### config.mk
export PLATFORM = sky130hd
export DESIGN_NAME = emif_cal_calbus_arbiter
export DESIGN_NICKNAME = d
export VERILOG_FILES = /design/src/rtl/emif_cal_calbus_arbiter.sv
export SDC_FILE = /design/constraint.sdc
export NUM_CORES = 1
export LEC_CHECK = 0
export BUFFER_PORTS_ARGS = -buffer_cell sky130_fd_sc_hd__buf_4
export CORE_ASPECT_RATIO = 1.1
export CORE_UTILIZATION = 42
export DETAILED_ROUTE_END_ITERATION = 16
export PLACE_DENSITY = 0.7
export SYNTH_ARGS = -nofsm -noshare
export SYNTH_HDL_FRONTEND = slang
export SYNTH_SLANG_ARGS = --single-unit
### constraint.sdc
create_clock -name calbus_clk -period 5.14 [get_ports calbus_clk]
set_clock_uncertainty 0.1 [all_clocks]
set_input_delay 0.514 -clock calbus_clk [delete_from_list [all_inputs] [get_ports calbus_clk]]
set_output_delay 0.514 -clock calbus_clk [all_outputs]
set_load 0.02 [all_outputs]
### src/rtl/emif_cal_calbus_arbiter.sv
// Two-requester calbus arbiter: sequencer and debug masters share one channel.
// Serialises Avalon-style requests; partial debug writes become read-modify-write.
module emif_cal_calbus_arbiter #(
    parameter int ADDR_WIDTH = 20,
    parameter int DATA_WIDTH = 32,
    parameter int RD_LATENCY = 2
) (
    input  logic                    calbus_clk,
    input  logic                    calbus_reset,
    input  logic                    seq_read,
    input  logic                    seq_write,
    input  logic [ADDR_WIDTH-1:0]   seq_address,
    input  logic [DATA_WIDTH-1:0]   seq_wdata,
    output logic                    seq_waitrequest,
    output logic [DATA_WIDTH-1:0]   seq_rdata,
    output logic                    seq_rdata_valid,
    input  logic                    dbg_read,
    input  logic                    dbg_write,
    input  logic [ADDR_WIDTH-1:0]   dbg_address,
    input  logic [DATA_WIDTH-1:0]   dbg_wdata,
    input  logic [DATA_WIDTH/8-1:0] dbg_byteenable,
    output logic                    dbg_waitrequest,
    output logic [DATA_WIDTH-1:0]   dbg_rdata,
    output logic                    dbg_rdata_valid,
    output logic                    calbus_read,
    output logic                    calbus_write,
    output logic [ADDR_WIDTH-1:0]   calbus_address,
    output logic [DATA_WIDTH-1:0]   calbus_wdata,
    input  logic [DATA_WIDTH-1:0]   calbus_rdata,
    output logic                    busy
);

    localparam int BE_WIDTH = DATA_WIDTH / 8;

    typedef enum logic [1:0] {
        IDLE,
        CMD,
        WAIT,
        MERGE
    } state_t;

    state_t state;
    state_t state_nxt;

    // last_grant: 1 = debug granted last, 0 = sequencer
    logic last_grant;
    logic seq_req;
    logic dbg_req;
    logic grant_seq;
    logic grant_dbg;
    logic idle_ok;
    logic accept;
    logic discard;

    logic [ADDR_WIDTH-1:0] lat_addr;
    logic [DATA_WIDTH-1:0] lat_wdata;
    logic [BE_WIDTH-1:0]   lat_be;
    logic                  lat_write;
    logic                  lat_owner;
    logic                  lat_full;
    logic [3:0]            cnt;
    logic                  cnt_last;
    logic [DATA_WIDTH-1:0] rd_sample;
    logic [DATA_WIDTH-1:0] merged;

    // Round-robin grant and combinational waitrequests
    always_comb begin
        seq_req   = seq_read | seq_write;
        dbg_req   = dbg_read | dbg_write;
        grant_seq = seq_req && (!dbg_req || last_grant);
        grant_dbg = dbg_req && (!seq_req || !last_grant);
        idle_ok   = (state == IDLE) && !calbus_reset;
        accept    = idle_ok && (grant_seq || grant_dbg);
        discard   = grant_dbg && dbg_write && (dbg_byteenable == '0);
        seq_waitrequest = !(idle_ok && grant_seq);
        dbg_waitrequest = !(idle_ok && grant_dbg);
    end

    assign cnt_last = (cnt == 4'd1);
    assign busy     = (state != IDLE);

    // Byte merge of latched write data over the sampled read word
    always_comb begin
        merged = rd_sample;
        for (int i = 0; i < BE_WIDTH; i++) begin
            if (lat_be[i]) begin
                merged[8*i +: 8] = lat_wdata[8*i +: 8];
            end
        end
    end

    // Next-state and calbus command outputs
    always_comb begin
        state_nxt      = state;
        calbus_read    = 1'b0;
        calbus_write   = 1'b0;
        calbus_address = '0;
        calbus_wdata   = '0;
        unique case (state)
            IDLE: begin
                if (accept && !discard) begin
                    state_nxt = CMD;
                end
            end
            CMD: begin
                calbus_address = lat_addr;
                if (lat_write && lat_full) begin
                    calbus_write = 1'b1;
                    calbus_wdata = lat_wdata;
                    state_nxt    = IDLE;
                end else begin
                    calbus_read = 1'b1;
                    state_nxt   = WAIT;
                end
            end
            WAIT: begin
                if (cnt_last) begin
                    state_nxt = lat_write ? MERGE : IDLE;
                end
            end
            MERGE: begin
                calbus_write   = 1'b1;
                calbus_address = lat_addr;
                calbus_wdata   = merged;
                state_nxt      = IDLE;
            end
            default: state_nxt = IDLE;
        endcase
    end

    // State register and round-robin pointer
    always_ff @(posedge calbus_clk) begin
        if (calbus_reset) begin
            state      <= IDLE;
            last_grant <= 1'b1;
        end else begin
            state <= state_nxt;
            if (accept) begin
                last_grant <= grant_dbg;
            end
        end
    end

    // Request capture on accept; a simultaneous read is dropped for the write
    always_ff @(posedge calbus_clk) begin
        if (accept) begin
            lat_owner <= grant_dbg;
            if (grant_dbg) begin
                lat_addr  <= dbg_address;
                lat_wdata <= dbg_wdata;
                lat_be    <= dbg_byteenable;
                lat_write <= dbg_write;
                lat_full  <= (dbg_byteenable == '1);
            end else begin
                lat_addr  <= seq_address;
                lat_wdata <= seq_wdata;
                lat_be    <= '1;
                lat_write <= seq_write;
                lat_full  <= 1'b1;
            end
        end
    end

    // Read latency counter and read-data sampling
    always_ff @(posedge calbus_clk) begin
        if (calbus_reset) begin
            cnt             <= '0;
            rd_sample       <= '0;
            seq_rdata       <= '0;
            dbg_rdata       <= '0;
            seq_rdata_valid <= 1'b0;
            dbg_rdata_valid <= 1'b0;
        end else begin
            seq_rdata_valid <= 1'b0;
            dbg_rdata_valid <= 1'b0;
            if (state == CMD) begin
                cnt <= 4'(RD_LATENCY);
            end else if (state == WAIT) begin
                cnt <= cnt - 4'd1;
                if (cnt_last) begin
                    if (lat_write) begin
                        rd_sample <= calbus_rdata;
                    end else if (lat_owner) begin
                        dbg_rdata       <= calbus_rdata;
                        dbg_rdata_valid <= 1'b1;
                    end else begin
                        seq_rdata       <= calbus_rdata;
                        seq_rdata_valid <= 1'b1;
                    end
                end
            end
        end
    end

endmodule

==> results of run 1 <==
kinds of logic (layout without fill, tap and decap cells):
family          after synthesis  count (layout)  share of synthesized area
mux                          34              34                     0.0492
simple gates                386             386                      0.233
compound gates              110             110                     0.0991
fa+ha+maj                     7               7                     0.0126
buf+inv                      59             319                     0.0450
flops                       164             164                      0.558
xor+xnor                      3               3                    0.00378
metal layers:
layer  part of all wire  track usage  wire (um)
met5                  0            0          0
met1               0.44        0.294       8470
met2               0.49        0.384       9380
met3              0.064       0.0637       1230
met4              0.013       0.0730        255
power groups by stage:
stage	combinational [W]	clock (W)	sequential, W
2_1_floorplan	0.000466	0	0.00157
3_3_place_gp	0.000820	0	0.00158
3_5_place_dp	0.000829	0	0.00158
4_1_cts	0.000832	0.00127	0.00155
5_1_grt	0.000898	0.00134	0.00156
6_report	0.000820	0.00125	0.00155
how the worst min path moves through the flow:
stage	from	end	cells after the start
final	dbg_address[12]	lat_addr[12]	3
after global routing	calbus_rdata[19]	seq_rdata[19]	3
after CTS	dbg_address[12]	lat_addr[12]	3
after detailed placement	rd_sample[8]	rd_sample[8]	2
after global placement	rd_sample[14]	rd_sample[14]	2
after floorplan	rd_sample[0]	rd_sample[0]	2
metrics by stage:
| step | cell area, um^2 | setup WS (ns) | std cells | total power (W) | hold WS (ns) |
|---|---|---|---|---|---|
| floorplan | 6950 | 0.496 | 763 | 0.00204 | 0.336 |
| global placement | 9050 | 2.28 | 1191 | 0.00240 | 0.342 |
| detailed placement | 9050 | 2.20 | 1191 | 0.00241 | 0.347 |
| CTS | 9640 | 2.16 | 1223 | 0.00366 | 0.234 |
| global route | 9640 | 1.99 | 1223 | 0.00380 | 0.239 |
| finish | 9640 | 2.20 | 1223 | 0.00362 | 0.253 |
critical path, stage by stage (launching register included):
cell and delay, ns:
sky130_fd_sc_hd__dfxtp_1 0.35, sky130_fd_sc_hd__inv_1 0.12, sky130_fd_sc_hd__ha_1 0.44, sky130_fd_sc_hd__nand3_1 0.28, sky130_fd_sc_hd__nand2_1 0.35, sky130_fd_sc_hd__a22o_1 0.23
sky130_fd_sc_hd__buf_4 0.15
cells in the final DEF (no fill, tap or decap), types with 2 or more instances in the layout:
cell type / n
sky130_fd_sc_hd__inv_4: 2
sky130_fd_sc_hd__nand3_1: 3
sky130_fd_sc_hd__and2_1: 2
sky130_fd_sc_hd__inv_6: 3
sky130_fd_sc_hd__clkbuf_8: 4
sky130_fd_sc_hd__inv_1: 9
sky130_fd_sc_hd__nor2b_1: 24
sky130_fd_sc_hd__clkbuf_1: 2
sky130_fd_sc_hd__a21oi_1: 67
sky130_fd_sc_hd__nand2_1: 296
sky130_fd_sc_hd__ha_1: 7
sky130_fd_sc_hd__edfxtp_1: 59
sky130_fd_sc_hd__nor2_1: 39
sky130_fd_sc_hd__mux2i_1: 33
sky130_fd_sc_hd__dfxtp_1: 105
sky130_fd_sc_hd__a22o_1: 32
sky130_fd_sc_hd__o21ai_0: 3
sky130_fd_sc_hd__clkbuf_16: 19
sky130_fd_sc_hd__buf_4: 277
sky130_fd_sc_hd__xnor2_1: 2
sky130_fd_sc_hd__nor3_1: 3
sky130_fd_sc_hd__nand2b_1: 8
final cells by class:
type                    instances  area (um^2)
flip-flops and latches        164         3870
repair buffers                277         2080
inverters                      10         37.5
clock inverters                 7         52.6
clock buffers                  25          538
well taps                     200          250
multi-input cells             540         2810
fillers                      1401         6280
registers in the layout, indices dropped and copies added, names as in the netlist, 2 cells and up:
| register | cells |
|---|---|
| cnt | 4 |
| dbg_rdata | 32 |
| lat_addr | 20 |
| lat_be | 4 |
| lat_wdata | 32 |
| rd_sample | 32 |
| seq_rdata | 32 |
| state | 2 |
==> run summary, run 1 <==
number of flops mapped to enable cells by yosys -> 59
combined global-route utilization of all metal layers -> 0.232
first-pass detailed-route iteration total -> 4
transition time at the pin with the least slew margin -> 1.11 ns
pin count of the biggest net entering global routing -> 104
cell row count -> 48
first-pass GRT wire length -> 30800 um
CTS tree -> done
detailed-route wire length per cell -> 15.8 um
Die Height -> 137 um
initial antenna violation count -> 0
sequential group share of total power -> 0.429
CTS sink cnt -> 164
crit path from -> state[1]
TritonCTS buffer count -> 17
switching part of the total -> 0.292
dominant cells by area after synthesis -> sky130_fd_sc_hd__dfxtp_1 (30%), sky130_fd_sc_hd__edfxtp_1 (26%), sky130_fd_sc_hd__nand2_1 (16%)
critical path fanouts, max -> 9
hold violation total from the final report -> 0
Die Wd -> 125 um
number of synthesis warnings -> 0
signed area change from the synthesized netlist to the final layout -> 38.7%
number of nets with antenna violations after detailed routing -> 0
startpoint of the most critical register-to-register path -> state[0]
Synth cell types -> 42
cell taking the most area after synthesis -> sky130_fd_sc_hd__dfxtp_1
Max IR drop VDD -> 0.326 mV
share of flip-flops with an asynchronous set or reset after synthesis -> 0
required time at the worst-slack endpoint -> 4.53 ns
R2R Setup Slk -> 2.56 ns
most used flip-flop cell after synthesis -> sky130_fd_sc_hd__dfxtp_1
register clock-pin slew on the reported worst setup and hold paths -> 0.07 ns
Synth Net Count -> 916
final-stage net count -> 1163
source-to-sink clock delay at the later pin of the worst-skew pair -> 0.41 ns
Buffers on Ports -> 268
Leakage Power -> 4.15 nW
combined area of all synthesized cells -> 6950 um^2
top cells by count, synth -> sky130_fd_sc_hd__nand2_1 (296), sky130_fd_sc_hd__dfxtp_1 (105), sky130_fd_sc_hd__a21oi_1 (68)
number of buffers inserted by hold repair at cts -> 0
setup-violating endpoint count in the final report -> 0
signal arrival time at the worst endpoint -> 2.33 ns
area share of the leading cell type in the synthesized netlist -> 0.303
initial core utilization -> 0.436
total DRC errors in the routed layout -> 0
Detailed Route Iter0 Violations -> 407
worst-case headroom to the max-slew limit -> 0.261
Maximum Capacitance Violations -> 0
fmax -> 340 MHz
final max-slew violation count -> 0
fraction of final layout cells sized beyond drive strength 1 -> 0.311
number of buffers between clock root and the deepest sink -> 2
PD cells -> 376 nW/um^2
mean number of vias per cell -> 4.94
depth of the worst register-to-register path -> 5
most used standard cell by instance count after synthesis -> sky130_fd_sc_hd__nand2_1
number of buffers added for setup after CTS -> 0
net switching power -> 0.00106 W
via count of the first global-routing pass -> 5907
syn_area_per_cell -> 9.10 um^2
overall die area -> 17100 um^2
Clock H-tree levels -> 4
total number of vias -> 6042
Logic pwr share -> 0.227
post-route clock period utilization -> 0.572
minimum clock period after layout -> 2.94 ns
overall overflow remaining after global route -> 0
timing endpoint of the critical path -> calbus_wdata[22]
Crit Reg-Reg Endpoint -> lat_wdata[31]
sort of element at the start of the critical path -> flop
TNS Setup -> 0 ns
post-CTS sizing -> 0
Final GP Congestion -> 0.757
Worst Hold Class -> in -> reg
I/O pin total -> 269
flip-flop and latch count after synthesis -> 164
number of diodes added for antenna fixing -> 0
post-synthesis cell count -> 763
status -> finished clean
estimated wirelength of the detail-placed design -> 13500 um
placeable core region -> 15900 um^2
crit end category -> output pin
P_int -> 0.00256 W
root buf cell -> sky130_fd_sc_hd__clkbuf_16
class of the most critical setup path -> reg -> out
RSZ-0062 raised after global routing -> no
Post-Route Utilization -> 0.606
detailed-route wire length -> 19300 um
part of the power in the clock network -> 0.345
sequential share of the synthesized area -> 0.558
Note: power is estimated with default switching activity, not from simulation.
==> run 2, diff against run 1 <==
Settings changed: PLACE_DENSITY 0.7 to 0.73.
Clock period 5.14 ns to 2.6 ns, I/O delays scaled along.
==> run 2 against run 1 <==
Utilization is 5.3 points higher; first-iteration DRC count shrank 15%; worst setup slack got worse by 2.0 ns; count of clock-buffer cells in the layout is 3 lower; via count rose by 6.4%; cell count is 6.6% higher; routed wire length grew 5.9%; flip-flop and latch count did not move; sequential share of layout area decreased by 3.2 points; largest power group unchanged.
==> run summary, run 2 (synthesis results as in run 1) <==
Final GP Congestion -> 0.819
I/O pin total -> 269
total number of vias -> 6427
final std cell area, no fill -> 10500 um^2
setup-violating endpoint count in the final report -> 0
Clock H-tree levels -> 4
final max-slew violation count -> 0
overall overflow remaining after global route -> 0
number of buffers between clock root and the deepest sink -> 2
number of nets with antenna violations after detailed routing -> 0
sort of element at the start of the critical path -> flop
delay-heaviest family, CP -> simple AND/OR/NAND/NOR gates
initial antenna violation count -> 0
CTS tree -> done
combined global-route utilization of all metal layers -> 0.239
crit-path max cell delay -> 0.50 ns
initial core utilization -> 0.436
Leakage Power -> 4.50 nW
RSZ-0062 raised after global routing -> no
signed area change from the synthesized netlist to the final layout -> 50.9%
most common cell after layout, fill and taps aside -> sky130_fd_sc_hd__nand2_1
first-pass detailed-route iteration total -> 4
cell row count -> 48
Buffers on Ports -> 268
worst-case headroom to the max-slew limit -> 0.298
source-to-sink clock delay at the later pin of the worst-skew pair -> 0.42 ns
Inst Count DP -> 1199
detailed-route wire length per cell -> 15.7 um
most used cells in the layout excluding fill and tap cells -> sky130_fd_sc_hd__nand2_1 (292), sky130_fd_sc_hd__buf_4 (283), sky130_fd_sc_hd__dfxtp_1 (105)
estimated wirelength of the detail-placed design -> 13800 um
detailed-route wire length -> 20500 um
required time at the worst-slack endpoint -> 2.24 ns
minimum clock period after layout -> 2.44 ns
PD cells -> 701 nW/um^2
signal arrival time at the worst endpoint -> 2.08 ns
Maximum Capacitance Violations -> 0
post-route clock period utilization -> 0.938
Hold WS -> 0.00980 ns
total DRC errors in the routed layout -> 0
mean number of vias per cell -> 4.93
final instance count without filler cells -> 1304
hold violation total from the final report -> 0
Die Height -> 137 um
crit end category -> output pin
transition time at the pin with the least slew margin -> 1.05 ns
Post-DP Area -> 9140 um^2
final-stage net count -> 1244
TritonCTS buffer count -> 17
first-pass GRT wire length -> 31800 um
pin count of the biggest net entering global routing -> 103
Worst Hold Class -> in -> reg
register clock-pin slew on the reported worst setup and hold paths -> 0.07 ns
CTS sink cnt -> 164
root buf cell -> sky130_fd_sc_hd__clkbuf_16
fmax -> 410 MHz
critical path fanouts, max -> 10
overall power consumption -> 0.00735 W
Detailed Route Iter0 Violations -> 347
via count of the first global-routing pass -> 6285
placeable core region -> 15900 um^2
overall die area -> 17100 um^2
number of buffers added for setup after CTS -> 0
worst path buffer plus inverter count -> 1
status -> finished clean
Max IR drop VDD -> 0.487 mV
cell type of the slowest stage on the worst timing path -> sky130_fd_sc_hd__nor2b_1
worst path cell trace -> ha_1 -> nor2b_1 -> a22o_1 -> buf_4
Die Wd -> 125 um
fraction of final layout cells sized beyond drive strength 1 -> 0.304
number of diodes added for antenna fixing -> 0
class of the most critical setup path -> reg -> out
## run 2: changes by cell type in the layout (fill, tap and decap cells not counted), moves of 2 or more
cell,delta
sky130_fd_sc_hd__nand2_2,+4
sky130_fd_sc_hd__buf_12,+2
sky130_fd_sc_hd__clkinv_4,+2
sky130_fd_sc_hd__nor2b_2,+2
sky130_fd_sc_hd__clkbuf_1,-2
sky130_fd_sc_hd__nor2b_1,-2
sky130_fd_sc_hd__buf_4,+6
sky130_fd_sc_hd__nand2_1,-4
sky130_fd_sc_hd__dlygate4sd3_1,+73
## run 2: path summary, 6_finish.rpt
| check | from | slack (ns) | cells past startpoint | end |
|---|---|---|---|---|
| worst max-delay path | state[1] | 0.16 | 4 | calbus_wdata[2] |
| worst max register to register | last_grant | 0.34 | 6 | lat_addr[3] |
| worst min register to register | seq_rdata[16] | 0.35 | 2 | seq_rdata[16] |
| worst min-delay path | dbg_wdata[20] | 0.01 | 3 | lat_wdata[20] |
## run 2: layer usage
metal | share of wire | GRT usage
met1 | 0.39 | 0.278
met5 | 0 | 0
met2 | 0.51 | 0.422
met3 | 0.079 | 0.0704
met4 | 0.016 | 0.0743
## run 2: worst register-to-register path: stages (launching register included)
cell	delay (ns)
sky130_fd_sc_hd__dfxtp_1	0.40
sky130_fd_sc_hd__o21ai_0	0.21
sky130_fd_sc_hd__o21ai_4	0.12
sky130_fd_sc_hd__buf_4	0.52
sky130_fd_sc_hd__nand2_1	0.15
sky130_fd_sc_hd__nand2_1	0.09
sky130_fd_sc_hd__dlygate4sd3_1	0.55
## run 2: cell type report
type / instances / area (um^2)
Clock buffer: 22 / 505
Clock inverter: 10 / 81.3
Fill cell: 1256 / 5440
Inverter: 10 / 37.5
Multi-Input combinational cell: 540 / 2840
Sequential cell: 164 / 3870
Tap cell: 200 / 250
Timing Repair Buffer: 358 / 2900
## run 2: repair_timing
item	4_1_cts	5_1_grt
hold endpoints to repair	74	2
setup endpoints to repair	32	31
resized for setup	2	6
hold buffers	70	3
## run 2: through the flow
stage / util / worst slack (ns) / TNS [ns]
3_3_place_gp: 0.574 / 0.357 / 0
6_report: 0.658 / 0.160 / 0
4_1_cts: 0.656 / -0.0106 / -0.0133
2_1_floorplan: - / 0.0239 / 0
3_5_place_dp: 0.574 / 0.314 / 0
5_1_grt: 0.658 / 0.00666 / 0
## run 2: power breakdown
group          switching [W]  internal [W]  total [W]  leakage [nW]
Sequential         0.0000838       0.00298    0.00306          1.41
Combinational        0.00104      0.000791    0.00183          2.81
Clock                0.00105       0.00140    0.00246         0.290
==> run 3, diff against run 2 <==
Settings changed: CORE_UTILIZATION 42 to 44, PLACE_DENSITY 0.73 to 0.83, SKIP_CTS_REPAIR_TIMING set to 1.
==> run 3 against run 2 <==
The run now ends with negative hold slack left; routed wire length decreased by 6.1%; first-iteration DRC count increased by 14%; final area decreased by 6.4%; sequential power about the same; critical path type unchanged; highest routed layer unchanged.
==> run summary, run 3 (synthesis results as in run 1) <==
status -> finished, violations left
violated checks -> negative hold slack
minimum clock period after layout -> 2.42 ns
final-stage net count -> 1182
Die Wd -> 122 um
Worst Hold Class -> in -> reg
first-pass GRT wire length -> 30000 um
total DRC errors in the routed layout -> 0
Maximum Capacitance Violations -> 0
Max IR drop VDD -> 0.469 mV
pin count of the biggest net entering global routing -> 103
PD cells -> 730 nW/um^2
first-pass detailed-route iteration total -> 4
Post-DP Area -> 9110 um^2
worst-case headroom to the max-slew limit -> 0.277
Leakage Power -> 4.23 nW
crit end category -> output pin
initial antenna violation count -> 0
CTS tree -> done
cell row count -> 47
source-to-sink clock delay at the later pin of the worst-skew pair -> 0.41 ns
post-route clock period utilization -> 0.931
signed area change from the synthesized netlist to the final layout -> 41.2%
Buffers on Ports -> 268
required time at the worst-slack endpoint -> 2.24 ns
sort of element at the start of the critical path -> flop
most common cell after layout, fill and taps aside -> sky130_fd_sc_hd__nand2_1
TNS Setup -> 0 ns
final max-slew violation count -> 0
RSZ-0062 raised after global routing -> no
final std cell area, no fill -> 9810 um^2
Die Height -> 134 um
class of the most critical setup path -> reg -> out
depth of the worst register-to-register path -> 7
number of buffers between clock root and the deepest sink -> 2
CTS sink cnt -> 164
most used cells in the layout excluding fill and tap cells -> sky130_fd_sc_hd__nand2_1 (292), sky130_fd_sc_hd__buf_4 (286), sky130_fd_sc_hd__dfxtp_1 (105)
Detailed Route Iter0 Violations -> 395
overall power consumption -> 0.00715 W
overall overflow remaining after global route -> 0
number of stages on the worst hold path -> 3
detailed-route wire length per cell -> 15.5 um
number of nets with antenna violations after detailed routing -> 0
critical path fanouts, max -> 9
initial core utilization -> 0.456
fmax -> 413 MHz
root buf cell -> sky130_fd_sc_hd__clkbuf_16
Hold WS -> -0.00506 ns
number of diodes added for antenna fixing -> 0
TritonCTS buffer count -> 17
mean number of vias per cell -> 5.01
hold violation total from the final report -> 5
detailed-route wire length -> 19200 um
Clock H-tree levels -> 4
I/O pin total -> 269
combined global-route utilization of all metal layers -> 0.238
estimated wirelength of the detail-placed design -> 13700 um
signal arrival time at the worst endpoint -> 2.06 ns
via count of the first global-routing pass -> 6003
placeable core region -> 15200 um^2
Final GP Congestion -> 0.764
setup-violating endpoint count in the final report -> 0
register clock-pin slew on the reported worst setup and hold paths -> 0.06 ns
overall die area -> 16300 um^2
fraction of final layout cells sized beyond drive strength 1 -> 0.316
transition time at the pin with the least slew margin -> 1.08 ns
total number of vias -> 6197
-- run 3: cell types whose count changed in the layout (fill, tap and decap cells not counted), moves of 3 or more --
| cell | before | now |
|---|---|---|
| sky130_fd_sc_hd__dlygate4sd3_1 | 73 | 10 |
| sky130_fd_sc_hd__clkbuf_1 | 0 | 6 |
| sky130_fd_sc_hd__buf_4 | 283 | 286 |
| sky130_fd_sc_hd__clkbuf_8 | 4 | 1 |
| sky130_fd_sc_hd__inv_6 | 4 | 1 |
-- run 3: where the power goes --
group	switching, W	internal, W	leakage (nW)	total [W]
logic	0.00101	0.000672	2.54	0.00168
registers	0.0000824	0.00298	1.41	0.00306
clock network	0.000985	0.00143	0.281	0.00241
total	0.00208	0.00508	4.23	0.00715
-- run 3: routing by layer --
metal | part of all wire | GRT usage | up-vias
li1 | - | - | 3059
met5 | 0 | 0 | -
met4 | 0.026 | 0.100 | 0
met1 | 0.41 | 0.280 | 2863
met2 | 0.49 | 0.409 | 237
met3 | 0.071 | 0.0616 | 38
-- run 3: worst paths after layout --
| check | start | end | slack (ns) |
|---|---|---|---|
| worst max register to register | state[0] | dbg_rdata[17] | 0.29 |
| worst max-delay path | state[1] | calbus_wdata[13] | 0.18 |
| worst min-delay path | calbus_rdata[24] | dbg_rdata[24] | -0.005 |
| worst min register to register | rd_sample[14] | rd_sample[14] | 0.35 |
-- run 3: worst max-delay path, stage by stage, from the launching register on --
cell and delay, ns:
sky130_fd_sc_hd__dfxtp_1 0.38, sky130_fd_sc_hd__inv_1 0.10, sky130_fd_sc_hd__ha_1 0.18, sky130_fd_sc_hd__buf_4 0.18, sky130_fd_sc_hd__nand3_2 0.16, sky130_fd_sc_hd__nand2_2 0.18, sky130_fd_sc_hd__a22o_1 0.29, sky130_fd_sc_hd__buf_4 0.16
-- run 3: through the flow --
step / instances / setup slack (ns) / util
2_1_floorplan: 763 / 0.0239 / -
3_3_place_gp: 1196 / 0.404 / 0.598
3_5_place_dp: 1196 / 0.296 / 0.598
4_1_cts: 1228 / -0.0330 / 0.636
5_1_grt: 1238 / 0.00280 / 0.644
6_report: 1238 / 0.179 / 0.644
-- run 3: area by class of cell --
cell class	count	area [um^2]
flip-flops and latches	164	3870
clock buffers	27	537
well taps	196	245
clock inverters	5	36.3
inverters	10	37.5
fillers	1280	5430
repair buffers	296	2250
multi-input cells	540	2830
